--- config.mk ---
export PLATFORM = sky130hd
export DESIGN_NAME = kernel_ctrl
export DESIGN_NICKNAME = d
export VERILOG_FILES = /design/src/rtl/kernel_ctrl.sv
export SDC_FILE = /design/constraint.sdc
export NUM_CORES = 1
export LEC_CHECK = 0
export BUFFER_PORTS_ARGS = -buffer_cell sky130_fd_sc_hd__buf_2
export CORE_MARGIN = 2
export CORE_UTILIZATION = 58
export DETAILED_ROUTE_END_ITERATION = 10
export PLACE_DENSITY = 0.84
export SKIP_CTS_REPAIR_TIMING = 1
export SLEW_MARGIN = 25
export SYNTH_ARGS = -nofsm -noshare
export SYNTH_HDL_FRONTEND = slang
export SYNTH_SLANG_ARGS = --single-unit
--- constraint.sdc ---
create_clock -name clk -period 4.4 [get_ports clk]
set_input_delay 0.88 -clock clk [delete_from_list [all_inputs] [get_ports clk]]
set_output_delay 0.88 -clock clk [all_outputs]
set_load 0.02 [all_outputs]
--- src/rtl/kernel_ctrl.sv ---
// -----------------------------------------------------------------------------
// kernel_ctrl
//
// Sequencer for the kernel row-buffer datapath. It parses the dtype marker
// stream (frame/row/pixel) with a three-state FSM, drives the shared row-buffer
// column address and write enable, tracks the row/column position, and flags
// each pixel that completes a full KERNEL_SIZE x KERNEL_SIZE window. Stream
// ordering problems and row-buffer overruns are reported on sticky flags.
//
// Ports
//   clk              in   system clock
//   reset            in   synchronous, active-high reset
//   enable           in   sampled at FRAME_START; 0 = ignore that frame
//   dvi              in   input data valid; nothing happens when low
//   dtypei           in   input data type (marker code or pixel type)
//   clear_err        in   clears both sticky error flags
//   col_addr         out  row-buffer column address (registered)
//   we               out  row-buffer write enable (combinational)
//   row_count        out  completed rows in the current frame, saturating
//   kernel_valid     out  1-cycle pulse, previous pixel completed a window
//   frame_active     out  FSM is not in IDLE
//   num_cols         out  pixel count of the last completed row, saturating
//   num_rows         out  row count latched when the frame ended
//   err_col_overflow out  sticky: pixel arrived at col >= MAX_COLS
//   err_protocol     out  sticky: marker arrived out of order
// -----------------------------------------------------------------------------
module kernel_ctrl #(
  parameter int KERNEL_SIZE    = 3,
  parameter int MAX_COLS       = 1288,
  parameter int NUM_COLS_WIDTH = 11,
  parameter int NUM_ROWS_WIDTH = 11,
  parameter int DTYPE_WIDTH    = 8,
  parameter logic [DTYPE_WIDTH-1:0] DTYPE_HEADER      = 8'h01,
  parameter logic [DTYPE_WIDTH-1:0] DTYPE_FRAME_START = 8'h02,
  parameter logic [DTYPE_WIDTH-1:0] DTYPE_FRAME_END   = 8'h04,
  parameter logic [DTYPE_WIDTH-1:0] DTYPE_ROW_START   = 8'h08,
  parameter logic [DTYPE_WIDTH-1:0] DTYPE_ROW_END     = 8'h10,
  parameter logic [DTYPE_WIDTH-1:0] DTYPE_PIXEL_MASK  = 8'hE0
) (
  input  logic                      clk,
  input  logic                      reset,
  input  logic                      enable,
  input  logic                      dvi,
  input  logic [DTYPE_WIDTH-1:0]    dtypei,
  input  logic                      clear_err,
  output logic [NUM_COLS_WIDTH-1:0] col_addr,
  output logic                      we,
  output logic [NUM_ROWS_WIDTH-1:0] row_count,
  output logic                      kernel_valid,
  output logic                      frame_active,
  output logic [NUM_COLS_WIDTH-1:0] num_cols,
  output logic [NUM_ROWS_WIDTH-1:0] num_rows,
  output logic                      err_col_overflow,
  output logic                      err_protocol
);

  // Rows/columns that cannot be the bottom-right corner of a full window.
  localparam int BORDER = KERNEL_SIZE - 1;

  localparam logic [NUM_COLS_WIDTH-1:0] COL_BORDER = NUM_COLS_WIDTH'(BORDER);
  localparam logic [NUM_ROWS_WIDTH-1:0] ROW_BORDER = NUM_ROWS_WIDTH'(BORDER);
  localparam logic [NUM_COLS_WIDTH-1:0] COL_LIMIT  = NUM_COLS_WIDTH'(MAX_COLS);
  localparam logic [NUM_COLS_WIDTH-1:0] COL_SAT    = {NUM_COLS_WIDTH{1'b1}};
  localparam logic [NUM_ROWS_WIDTH-1:0] ROW_SAT    = {NUM_ROWS_WIDTH{1'b1}};
  localparam logic [NUM_COLS_WIDTH-1:0] COL_ONE    = NUM_COLS_WIDTH'(1);
  localparam logic [NUM_ROWS_WIDTH-1:0] ROW_ONE    = NUM_ROWS_WIDTH'(1);

  typedef enum logic [1:0] {
    S_IDLE  = 2'd0,
    S_FRAME = 2'd1,
    S_ROW   = 2'd2
  } state_t;

  state_t                      state_r, state_s;
  logic [NUM_COLS_WIDTH-1:0]   col_addr_r, col_addr_s;
  logic [NUM_ROWS_WIDTH-1:0]   row_count_r, row_count_s;
  logic [NUM_COLS_WIDTH-1:0]   num_cols_r, num_cols_s;
  logic [NUM_ROWS_WIDTH-1:0]   num_rows_r, num_rows_s;
  logic                        kernel_valid_r, kernel_valid_s;
  logic                        err_col_r, err_col_s;
  logic                        err_proto_r, err_proto_s;

  // Decoded events; all are qualified by dvi so idle cycles hold state.
  logic pix_s;
  logic is_fs_s;
  logic is_fe_s;
  logic is_rs_s;
  logic is_re_s;
  logic col_in_range_s;
  logic proto_set_s;
  logic ovf_set_s;

  // Saturating increments shared by the next-state logic.
  function automatic logic [NUM_COLS_WIDTH-1:0] col_inc_sat(input logic [NUM_COLS_WIDTH-1:0] v);
    if (v == COL_SAT) begin
      col_inc_sat = COL_SAT;
    end else begin
      col_inc_sat = v + COL_ONE;
    end
  endfunction

  function automatic logic [NUM_ROWS_WIDTH-1:0] row_inc_sat(input logic [NUM_ROWS_WIDTH-1:0] v);
    if (v == ROW_SAT) begin
      row_inc_sat = ROW_SAT;
    end else begin
      row_inc_sat = v + ROW_ONE;
    end
  endfunction

  // Event decode from the dtype stream.
  always_comb begin
    pix_s          = dvi & (|(dtypei & DTYPE_PIXEL_MASK));
    is_fs_s        = dvi & (dtypei == DTYPE_FRAME_START);
    is_fe_s        = dvi & (dtypei == DTYPE_FRAME_END);
    is_rs_s        = dvi & (dtypei == DTYPE_ROW_START);
    is_re_s        = dvi & (dtypei == DTYPE_ROW_END);
    col_in_range_s = (col_addr_r < COL_LIMIT);
  end

  // Next-state, counter and flag logic for the marker FSM.
  always_comb begin
    state_s        = state_r;
    col_addr_s     = col_addr_r;
    row_count_s    = row_count_r;
    num_cols_s     = num_cols_r;
    num_rows_s     = num_rows_r;
    kernel_valid_s = 1'b0;
    proto_set_s    = 1'b0;
    ovf_set_s      = 1'b0;

    if (is_fs_s) begin
      // FRAME_START restarts the frame from any state; a row cut short is an error.
      row_count_s = '0;
      if (enable) begin
        state_s = S_FRAME;
      end else begin
        state_s = S_IDLE;
      end
      if (state_r == S_ROW) begin
        proto_set_s = 1'b1;
      end else begin
        proto_set_s = 1'b0;
      end
    end else begin
      case (state_r)
        S_IDLE: begin
          if (is_rs_s || is_re_s || pix_s) begin
            proto_set_s = 1'b1;
          end else begin
            proto_set_s = 1'b0;
          end
        end
        S_FRAME: begin
          if (is_rs_s) begin
            state_s    = S_ROW;
            col_addr_s = '0;
          end else if (is_fe_s) begin
            state_s    = S_IDLE;
            num_rows_s = row_count_r;
          end else if (pix_s || is_re_s) begin
            proto_set_s = 1'b1;
          end else begin
            proto_set_s = 1'b0;
          end
        end
        S_ROW: begin
          if (pix_s) begin
            // Address keeps counting past the buffer so num_cols reports the true width.
            col_addr_s     = col_inc_sat(col_addr_r);
            ovf_set_s      = ~col_in_range_s;
            kernel_valid_s = (row_count_r >= ROW_BORDER) &
                             (col_addr_r >= COL_BORDER) & col_in_range_s;
          end else if (is_re_s) begin
            state_s     = S_FRAME;
            row_count_s = row_inc_sat(row_count_r);
            num_cols_s  = col_addr_r;
          end else if (is_rs_s) begin
            // Row restarted without ROW_END: rewind, keep the row count.
            proto_set_s = 1'b1;
            col_addr_s  = '0;
          end else if (is_fe_s) begin
            proto_set_s = 1'b1;
            state_s     = S_IDLE;
            num_rows_s  = row_count_r;
          end else begin
            proto_set_s = 1'b0;
          end
        end
        default: begin
          state_s = S_IDLE;
        end
      endcase
    end

    // Sticky flags: a new error in the same cycle as clear_err wins.
    if (proto_set_s) begin
      err_proto_s = 1'b1;
    end else if (clear_err) begin
      err_proto_s = 1'b0;
    end else begin
      err_proto_s = err_proto_r;
    end

    if (ovf_set_s) begin
      err_col_s = 1'b1;
    end else if (clear_err) begin
      err_col_s = 1'b0;
    end else begin
      err_col_s = err_col_r;
    end
  end

  // State and output registers with synchronous reset.
  always_ff @(posedge clk) begin
    if (reset) begin
      state_r        <= S_IDLE;
      col_addr_r     <= '0;
      row_count_r    <= '0;
      num_cols_r     <= '0;
      num_rows_r     <= '0;
      kernel_valid_r <= 1'b0;
      err_col_r      <= 1'b0;
      err_proto_r    <= 1'b0;
    end else begin
      state_r        <= state_s;
      col_addr_r     <= col_addr_s;
      row_count_r    <= row_count_s;
      num_cols_r     <= num_cols_s;
      num_rows_r     <= num_rows_s;
      kernel_valid_r <= kernel_valid_s;
      err_col_r      <= err_col_s;
      err_proto_r    <= err_proto_s;
    end
  end

  // Write uses the pre-increment address so it lines up with the pixel itself.
  assign we               = pix_s & (state_r == S_ROW) & col_in_range_s;
  assign col_addr         = col_addr_r;
  assign row_count        = row_count_r;
  assign kernel_valid     = kernel_valid_r;
  assign frame_active     = (state_r != S_IDLE);
  assign num_cols         = num_cols_r;
  assign num_rows         = num_rows_r;
  assign err_col_overflow = err_col_r;
  assign err_protocol     = err_proto_r;

endmodule
==> flow_summary.toml <==
[critical_path]
critPathKind = "reg2out"
required_ns = 3.52
r2r_cells = 6
endpoint_kind = "primary output"
crit_path_max_fanout = 9
startpoint_type = "flop"
cpMaxStageDelayCell = "or4_1"
rrSetupSlack_ns = 1.92
worstReg2RegStart = "state_r[0]"
crit_chain = "or4_1, o21a_1, o21a_1, nor2_1, buf_2"
cp_data_arrival_time_ns = 1.93
slowest_delay_ns = 0.56
cpMostUsedCell = "o21a_1"
reg2reg_to = "row_count[5]"

[worst_hold_path]
hold_path_startpoint = "num_cols[1]"
hold_end = "num_cols[1]"
hold_class = "reg2reg"
hold_depth = 2

[yosys]
syn-instance-count = 321
syn_area_per_cell_um2 = 8.119
synth_edf_count = 0
syn-cell-area_um2 = 2606
synth_ff_type = "dfxtp_1"
synth_nets = 341
synth_top_family_by_area = "simple AND/OR/NAND/NOR gates"
yosys_warnings = 0
post_synth_xor_area_fraction = 0.006721
yosysUniqueCellTypes = 55
synth_compound_area_frac = 0.2084
async_reset_ff_frac = 0
synth_mux_area_frac = 0.04225
synth_seq_cells = 49
synth_adder_area_share = 0.03361
yosys.area_share.simple = 0.2832
yosysSeqAreaShare = 0.3764

[finish]
nFillCells = 370
syn2layout_area_growth_pct = 16.66
design_area_um2 = 3040
diodes = 0
drive_gt1_frac = 0.2143
nNetsFinal = 397

[clocking]
cts.clk_slew.worst_paths_ns = 0.10
cts.sinks = 49
htree_levels = 2
clk_latency_ns = 0.30
cts-root-buf = "clkbuf_8"
clock_path_buffers = 2
cts_tree = "done"
cts_made_buffers = 5

[global_routing]
grt_pass1_vias = 2412
grt_max_degree = 37
antenna_found_initial = 0
overflow = 0
gr-usage-all-layers = 0.2765
grt_first_pass_wirelength_um = 11470

[die]
pin_count = 62
die-area_um2 = 5046
die_y_um = 71.04
start_util = 0.5986
core-area_um2 = 4354
fp-row-count = 24
die_w_um = 71.04

[sta]
period_share = 0.6392
setup_viol = 0
worst_slew_pin_slew_ns = 0.7782
drv_slew = 0
fin_hold_ws_ns = 0.4567
setup_ws_ns = 1.587
hold_viol = 0
rsz0062_at_grt = "false"
slew_headroom = 0.4764
fin_skew_ns = 0.01085
fmax_mhz = 355.5
setup_tns_ns = 0
period_needed_ns = 2.813

[drt]
postRouteAntennaNets = 0
routed_via_density = 6.316
drc = 0
num_vias = 2716
post_drt_wl_per_cell_um = 15.95
drt-total-wl_um = 6860
drt_pass1_iterations = 5
drt_iter0_drc = 187

[power_and_ir_drop]
leakage_nw = 1.286
powerDensity_nw_per_um2 = 245.4
peakVddDrop_v = 0.0001469
power_w = 0.0007461

[placement]
routabilityCongestion = 0.9812
place_ws_ns = 1.576
post-dp-hpwl_um = 4947
numPortBuffers = 61
placedInstanceArea_um2 = 2950

[job]
max-cap-violations = 0

[run_status]
status = "complete, no violations"
kinds of logic after synthesis:
| logic type | after synthesis |
|---|---|
| XOR/XNOR | 2 |
| AND/OR/NAND/NOR | 140 |
| flip-flops | 49 |
| AO/OA/AOI/OAI | 79 |
| multiplexers | 11 |
| buffers and inverters | 33 |
| adder cells (fa/ha/maj) | 7 |
cells in the mapped netlist (2+ instances only):
master	n	area (um2)
nand2b_1	2	12.51
inv_1	16	60.06
buf_2	4	20.02
o32ai_1	5	43.79
and3_1	2	12.51
ha_1	7	87.58
dfxtp_1	49	980.9
nor4_1	8	50.05
o21a_1	2	15.01
a21oi_1	16	80.08
nor2_1	23	86.33
buf_1	3	11.26
clkbuf_1	10	37.54
nor2b_1	7	43.79
o211ai_1	3	22.52
a211oi_1	4	30.03
and2_1	2	12.51
or4_1	5	37.54
nor3b_1	4	30.03
and4_1	2	17.52
nand4_1	9	56.30
nor4b_1	2	17.52
o2111ai_1	4	35.03
o21ai_0	11	55.05
or2_2	2	12.51
a41oi_1	3	26.28
nor3_1	10	50.05
nand2_1	39	146.4
mux2i_1	11	110.1
o31ai_1	2	15.01
nand3_1	12	60.06
a31oi_1	15	93.84
or3_1	5	31.28
placed cells by master (no fill, tap or decap), types with 2 or more instances in the layout:
master,instances
nand3_1,12
a41oi_1,3
or2_2,2
nor2_1,23
o32ai_1,5
mux2i_1,11
buf_4,5
buf_2,61
nand2_1,39
o21ai_0,11
or4_1,5
o211ai_1,3
nor3b_1,4
nand2b_1,2
and3_1,2
nor4_1,8
dfxtp_1,49
o2111ai_1,4
a211oi_1,4
o31ai_1,2
inv_1,16
nand4_1,9
or3_1,5
ha_1,7
nor2b_1,7
a21oi_1,16
a31oi_1,15
nor4b_1,2
and2_1,2
and4_1,2
nor3_1,9
clkbuf_8,5
o21a_1,2
flip-flops by register name, indices dropped and copies added, names as in the netlist:
name              count
kernel_valid          1
row_count            11
state_r               2
err_protocol          1
num_cols             11
num_rows             11
err_col_overflow      1
col_addr             11
worst max path at each step:
stage / slack [ns] / from / endpoint / cells past startpoint
finish: 1.59 / col_addr[7] / we / 5
global route: 1.48 / col_addr[7] / we / 5
CTS: 1.61 / col_addr[7] / we / 5
detailed placement: 1.58 / dtypei[2] / row_count[5] / 5
global placement: 1.64 / dtypei[2] / row_count[9] / 5
floorplan: 1.79 / dtypei[5] / we / 2
per-stage QoR:
step / std cells / utilization
floorplan: 321 / -
global placement: 422 / 0.6776
detailed placement: 422 / 0.6776
CTS: 430 / 0.6983
global route: 430 / 0.6983
finish: 430 / 0.6983
layout make-up:
class | count | area [um2] | share of cell area
Multi-Input combinational cell | 239 | 1501 | 0.4938
Clock buffer | 5 | 68.82 | 0.02263
Sequential cell | 49 | 980.9 | 0.3226
Tap cell | 52 | 65.06 | 0.02140
Inverter | 16 | 60.06 | 0.01975
Clock inverter | 3 | 21.27 | 0.006996
Timing Repair Buffer | 66 | 342.8 | 0.1128
report_power, final:
group          internal (W)  switching (W)
Clock              0.000113       0.000155
Combinational     0.0000109      0.0000234
Sequential         0.000444    0.000000279
worst max-delay path: cells and delay by family, from the launching register on:
kind / cells / cell delay [ns]
buffers and inverters: 1 / 0.16
flip-flops: 1 / 0.41
AND/OR/NAND/NOR: 2 / 0.65
AO/OA/AOI/OAI: 2 / 0.41
per-layer routing:
metal  wire length [um]  vias to the layer above  share of wire  global-route usage
met5                  0                        -              0                   0
met4                 55                        0         0.0080             0.05451
met3                628                       10          0.092             0.05413
met2               3268                      155           0.48              0.4663
met1               2907                     1234           0.42              0.3717
li1                   -                     1317              -                   -
Power figures use the tool's default switching activity.
